==> config.mk <==
export PLATFORM = sky130hd
export DESIGN_NAME = regfile_writeback
export DESIGN_NICKNAME = d
export VERILOG_FILES = /design/src/rtl/regfile_writeback.sv
export SDC_FILE = /design/constraint.sdc
export NUM_CORES = 1
export LEC_CHECK = 0
export ABC_AREA = 1
export BUFFER_PORTS_ARGS = -buffer_cell sky130_fd_sc_hd__buf_2
export CORE_ASPECT_RATIO = 0.7
export CORE_MARGIN = 2
export CORE_UTILIZATION = 35
export DETAILED_ROUTE_END_ITERATION = 8
export GPL_ROUTABILITY_DRIVEN = 0
export GPL_TIMING_DRIVEN = 0
export SLEW_MARGIN = 20
export SYNTH_ARGS = -nofsm -noshare
export SYNTH_HDL_FRONTEND = slang
export SYNTH_SLANG_ARGS = --single-unit
==> constraint.sdc <==
create_clock -name clk -period 1.39 [get_ports clk]
set_clock_uncertainty 0.1 [all_clocks]
set_input_delay 0.417 -clock clk [delete_from_list [all_inputs] [get_ports clk]]
set_output_delay 0.417 -clock clk [all_outputs]
set_load 0.05 [all_outputs]
==> src/rtl/regfile_writeback.sv <==
// RV32I register-file write driver: result select, load extract/extend, x0 suppression (WB_COUNT_EN adds wb_count).
// Latency: 1 cycle from accept for non-loads, 1 cycle after mem_rvalid for loads.
// Backpressure: in_ready low while a load waits on memory; timeout after LOAD_TIMEOUT cycles.
module regfile_writeback #(
    parameter int DATA_W       = 32,
    parameter int LOAD_TIMEOUT = 255
) (
    input  logic              clk,
    input  logic              rst,
    input  logic              in_valid,
    output logic              in_ready,
    input  logic [4:0]        in_rd,
    input  logic [1:0]        in_sel,
    input  logic [DATA_W-1:0] in_alu,
    input  logic [DATA_W-1:0] in_pc4,
    input  logic [DATA_W-1:0] in_imm,
    input  logic [2:0]        in_funct3,
    input  logic [1:0]        in_addr_lo,
    input  logic              mem_rvalid,
    input  logic [DATA_W-1:0] mem_rdata,
    output logic [4:0]        oprd,
    output logic              wrt_en,
    output logic [DATA_W-1:0] wrt_data,
    output logic              busy,
    output logic              load_err
`ifdef WB_COUNT_EN
    ,
    output logic [31:0]       wb_count
`endif
);

    typedef enum logic [1:0] {
        S_IDLE      = 2'd0,
        S_WAIT_LOAD = 2'd1,
        S_WRITE     = 2'd2
    } state_t;

    state_t            state_q, state_d;
    logic [7:0]        cnt_q, cnt_d;
    logic [4:0]        rd_q, rd_d;
    logic [2:0]        f3_q, f3_d;
    logic [1:0]        alo_q, alo_d;
    logic [4:0]        oprd_q, oprd_d;
    logic [DATA_W-1:0] wdata_q, wdata_d;
    logic              wen_q, wen_d;
    logic              err_q, err_d;

    logic              accept;
    logic [7:0]        ld_byte;
    logic [15:0]       ld_half;
    logic [DATA_W-1:0] ld_data;
    logic [DATA_W-1:0] nl_data;

    assign in_ready = (state_q == S_IDLE) || (state_q == S_WRITE);
    assign accept   = in_valid && in_ready;
    assign busy     = (state_q == S_WAIT_LOAD);
    assign oprd     = oprd_q;
    assign wrt_en   = wen_q;
    assign wrt_data = wdata_q;
    assign load_err = err_q;

    always_comb begin
        ld_byte = mem_rdata[7:0];
        case (alo_q)
            2'd1:    ld_byte = mem_rdata[15:8];
            2'd2:    ld_byte = mem_rdata[23:16];
            2'd3:    ld_byte = mem_rdata[31:24];
            default: ld_byte = mem_rdata[7:0];
        endcase
        // Halfword select ignores addr bit 0; misaligned halves are not split.
        ld_half = alo_q[1] ? mem_rdata[31:16] : mem_rdata[15:0];
        case (f3_q)
            3'b000:  ld_data = {{(DATA_W-8){ld_byte[7]}}, ld_byte};
            3'b100:  ld_data = {{(DATA_W-8){1'b0}}, ld_byte};
            3'b001:  ld_data = {{(DATA_W-16){ld_half[15]}}, ld_half};
            3'b101:  ld_data = {{(DATA_W-16){1'b0}}, ld_half};
            default: ld_data = mem_rdata;
        endcase
    end

    always_comb begin
        case (in_sel)
            2'b10:   nl_data = in_pc4;
            2'b11:   nl_data = in_imm;
            default: nl_data = in_alu;
        endcase
    end

    always_comb begin
        state_d = state_q;
        cnt_d   = cnt_q;
        rd_d    = rd_q;
        f3_d    = f3_q;
        alo_d   = alo_q;
        oprd_d  = oprd_q;
        wdata_d = wdata_q;
        wen_d   = 1'b0;
        err_d   = 1'b0;
        case (state_q)
            S_IDLE, S_WRITE: begin
                if (accept) begin
                    if (in_sel == 2'b01) begin
                        state_d = S_WAIT_LOAD;
                        rd_d    = in_rd;
                        f3_d    = in_funct3;
                        alo_d   = in_addr_lo;
                        cnt_d   = 8'd0;
                    end else begin
                        state_d = S_WRITE;
                        oprd_d  = in_rd;
                        wdata_d = nl_data;
                        wen_d   = (in_rd != 5'd0);
                    end
                end else begin
                    state_d = S_IDLE;
                end
            end
            S_WAIT_LOAD: begin
                if (mem_rvalid) begin
                    state_d = S_WRITE;
                    oprd_d  = rd_q;
                    wdata_d = ld_data;
                    wen_d   = (rd_q != 5'd0);
                end else if (cnt_q == 8'(LOAD_TIMEOUT - 1)) begin
                    state_d = S_IDLE;
                    err_d   = 1'b1;
                end else begin
                    cnt_d = cnt_q + 8'd1;
                end
            end
            default: state_d = S_IDLE;
        endcase
    end

    always_ff @(posedge clk or negedge rst) begin
        if (!rst) begin
            state_q <= S_IDLE;
            cnt_q   <= 8'd0;
            rd_q    <= 5'd0;
            f3_q    <= 3'd0;
            alo_q   <= 2'd0;
            oprd_q  <= 5'd0;
            wdata_q <= '0;
            wen_q   <= 1'b0;
            err_q   <= 1'b0;
        end else begin
            state_q <= state_d;
            cnt_q   <= cnt_d;
            rd_q    <= rd_d;
            f3_q    <= f3_d;
            alo_q   <= alo_d;
            oprd_q  <= oprd_d;
            wdata_q <= wdata_d;
            wen_q   <= wen_d;
            err_q   <= err_d;
        end
    end

`ifdef WB_COUNT_EN
    logic [31:0] wb_count_q, wb_count_d;

    assign wb_count   = wb_count_q;
    assign wb_count_d = wen_q ? wb_count_q + 32'd1 : wb_count_q;

    always_ff @(posedge clk or negedge rst) begin
        if (!rst) begin
            wb_count_q <= 32'd0;
        end else begin
            wb_count_q <= wb_count_d;
        end
    end
`endif

endmodule

==> results.py <==
metrics = {
    "finish": {
        "areaGrowthSynthToFinish_pct": 73.7,
        "finalInstanceArea_um2": 7110,
        "utilization_pct": 63.4,
        "fill_cells": 1010,
        "multi_input_area_um2": 2700,
        "n_antenna_cell": 0,
        "drive_gt1_share_pct": 45.4,
        "seq_area_um2": 1480,
        "final_nets": 1072,
    },
    "yosys": {
        "synthTopCellsByCount": "nand2_1 (301), nand3_1 (78), dfrtp_1 (59)",
        "synthCells": 664,
        "synth_seq_cells": 59,
        "ys.flop_type": "dfrtp_1",
        "yosysMostFrequentCell": "nand2_1",
        "syn-num-nets": 810,
        "postSynth.asyncResetShare_pct": 100,
        "yosysSeqAreaShare_pct": 36.1,
        "synth.distinct_cells": 24,
        "synth-warning-count": 0,
        "yosys.area.top_type": "dfrtp_1",
        "synth_edf_count": 0,
        "synth_top_area_share_pct": 36.1,
        "avgSynthCellArea_um2": 6.16,
        "syn-cell-area_um2": 4090,
        "synth_area_leaders": "dfrtp_1 (36%), nand2_1 (28%), nand3_1 (9.5%), nor2_1 (4.9%), inv_1 (4.1%)",
    },
    "floorplan": {
        "io_pins": 185,
        "core_area_um2": 11200,
        "die-height_um": 94.5,
        "die_x_um": 133,
        "start_util_pct": 36.5,
        "die_area_um2": 12600,
        "rows": 32,
    },
    "routing": {
        "drt_pass1_iterations": 5,
        "drt-initial-drc-count": 359,
        "drc": 0,
        "antenna_left": 0,
        "drt-total-wl_um": 17900,
        "num_vias": 5471,
        "via_per_inst": 5.05,
        "avgRoutedWirePerCell_um": 16.5,
    },
    "sta": {
        "rsz0062_at_grt": "true",
        "layout_min_cycle_time_ns": 1.79,
        "layout_setup_ws_ns": -0.400,
        "worst_pin_slew_ns": 0.797,
        "setup-violations-final": 92,
        "fin_hold_ws_ns": 0.0727,
        "finalCritPeriodShare_pct": 129,
        "slew_headroom_pct": 46.9,
        "fin_setup_tns_ns": -13.85,
        "slew_viol_final": 0,
        "finalHoldViolations": 0,
        "fmax_mhz": 559,
    },
    "critical_path": {
        "start_kind": "flop",
        "rr_worst_depth": 12,
        "crit_end": "busy",
        "rr_endpoint": "wrt_data[5]",
        "crit_fanout": 2,
        "path_cells": "inv_4, nor2_4, buf_6, buf_8, buf_8",
        "cp_slowest_cell": "dfrtp_1",
        "crit_family": "buffers and inverters",
        "cp.required_ns": 0.87,
        "r2r_slack_ns": -0.33,
        "slowest_delay_ns": 0.40,
        "arrival_ns": 1.27,
        "worst-path-stages": 5,
        "crit_top_cell": "buf_8",
        "critPathLaunch": "state_q[0]",
        "end_kind": "output pin",
        "r2r-start": "state_q[0]",
        "critPathKind": "reg2out",
        "worst-path-buf-inv": 4,
    },
    "clock_network": {
        "cts.path.max_buffers": 2,
        "cts_tree": "built",
        "cts-root-buf": "clkbuf_16",
        "clkSinkCount": 59,
        "h-tree-depth": 3,
        "clock_latency_ns": 0.34,
        "cts.clk_slew.worst_paths_ns": 0.06,
        "cts_hold_repair.buffers": 0,
        "numCtsBuffers": 9,
    },
    "outcome": {
        "violations": "negative setup slack",
        "status": "finished with violations",
    },
    "global_route": {
        "met3_usage_pct": 6.17,
        "grt.busiest_layer": "met2",
        "antenna_found_initial": 0,
        "grt_max_degree": 60,
        "grt_pass1_wl_um": 26600,
        "grt_use_total_pct": 27.7,
        "grt_pass1_vias": 5223,
        "grt_util_met1_pct": 38.0,
        "met2_usage_pct": 44.1,
        "grt_overflow": 0,
    },
    "placement": {
        "dp_hpwl_um": 12400,
        "dpl_cell_area_um2": 5250,
        "portBuffers": 184,
        "pre_cts_slack_ns": -0.441,
    },
    "flow_run": {
        "maxCapViolations": 0,
    },
    "power_and_ir_drop": {
        "p_leak_nw": 3.75,
        "p_per_area_nw_per_um2": 1250,
        "vdd_drop_max_uv": 826,
    },
    "hold_path": {
        "min_path_type": "in2async",
    },
}
[cells by family (layout without fill, tap and decap cells)]
group | count (synthesis) | in the layout | share of synthesized area, %
buf+inv | 86 | 353 | 9.63
flops | 59 | 59 | 36.1
fa+ha+maj | 2 | 2 | 0.611
compound gates | 65 | 65 | 8.44
simple gates | 451 | 451 | 45.0
xor+xnor | 1 | 1 | 0.214
[layout by cell type (no fill, tap or decap), types with 11 or more instances in the layout]
cell / n
nand2_1: 274
buf_2: 150
nand3_1: 67
buf_6: 63
dfrtp_1: 58
buf_4: 51
inv_1: 34
nor2_1: 31
nand2_2: 28
a21oi_2: 19
nor2_4: 14
inv_2: 11
nor2_2: 11
[stage by stage]
step	power (mW)	std cells
3_3_place_gp	5.00	1001
4_1_cts	8.46	1060
2_1_floorplan	4.15	664
3_5_place_dp	5.04	1001
6_report	8.85	1084
5_1_grt	9.22	1084
[per-layer routing]
layer	vias up	part of all wire [%]
li1	2628	-
met1	2532	45
met2	273	44
met3	38	8.8
met4	0	2.1
met5	-	0
[cell type report]
class                      instances  share of cell area [%]
multi-input combinational        519                    37.9
timing repair buffer             252                    26.2
sequential                        59                    20.8
buffer                            34                    4.30
clock buffer                      13                    3.94
inverter                          50                    2.99
tap                              153                    2.69
clock inverter                     3                   0.951
timing repair inverter             1                   0.229
[sequential cells by signal, summed over array words and instances (netlist names)]
name / flops
cnt_q: 8
rd_q: 5
oprd: 5
wrt_en: 1
wrt_data: 32
state_q: 2
alo_q: 2
f3_q: 3
load_err: 1
[what timing repair did]
action | 4_1_cts | 5_1_grt
gates resized for setup | 213 | 95
endpoints found under the setup margin | 90 | 98
setup buffers | 35 | 24
pin swaps | 48 | 47
cloned | 8 | 3
[worst min path at each step]
stage	startpoint	endpoint	depth (start not counted)	slack, ns
after floorplan	rst	alo_q[0]	0	0.02
after global placement	wrt_data[12]	wrt_data[12]	2	0.36
after detailed placement	wrt_data[14]	wrt_data[14]	2	0.36
after CTS	rst	wrt_data[29]	1	0.1
after global routing	rst	wrt_data[29]	1	0.13
final	rst	wrt_data[29]	1	0.07
[power by group]
group	internal, mW	leakage, nW	switching [mW]
Sequential	2.03	0.739	0.271
Combinational	1.59	2.85	2.37
Clock	1.76	0.168	0.834
No activity file was read; power rests on OpenSTA's default activity.
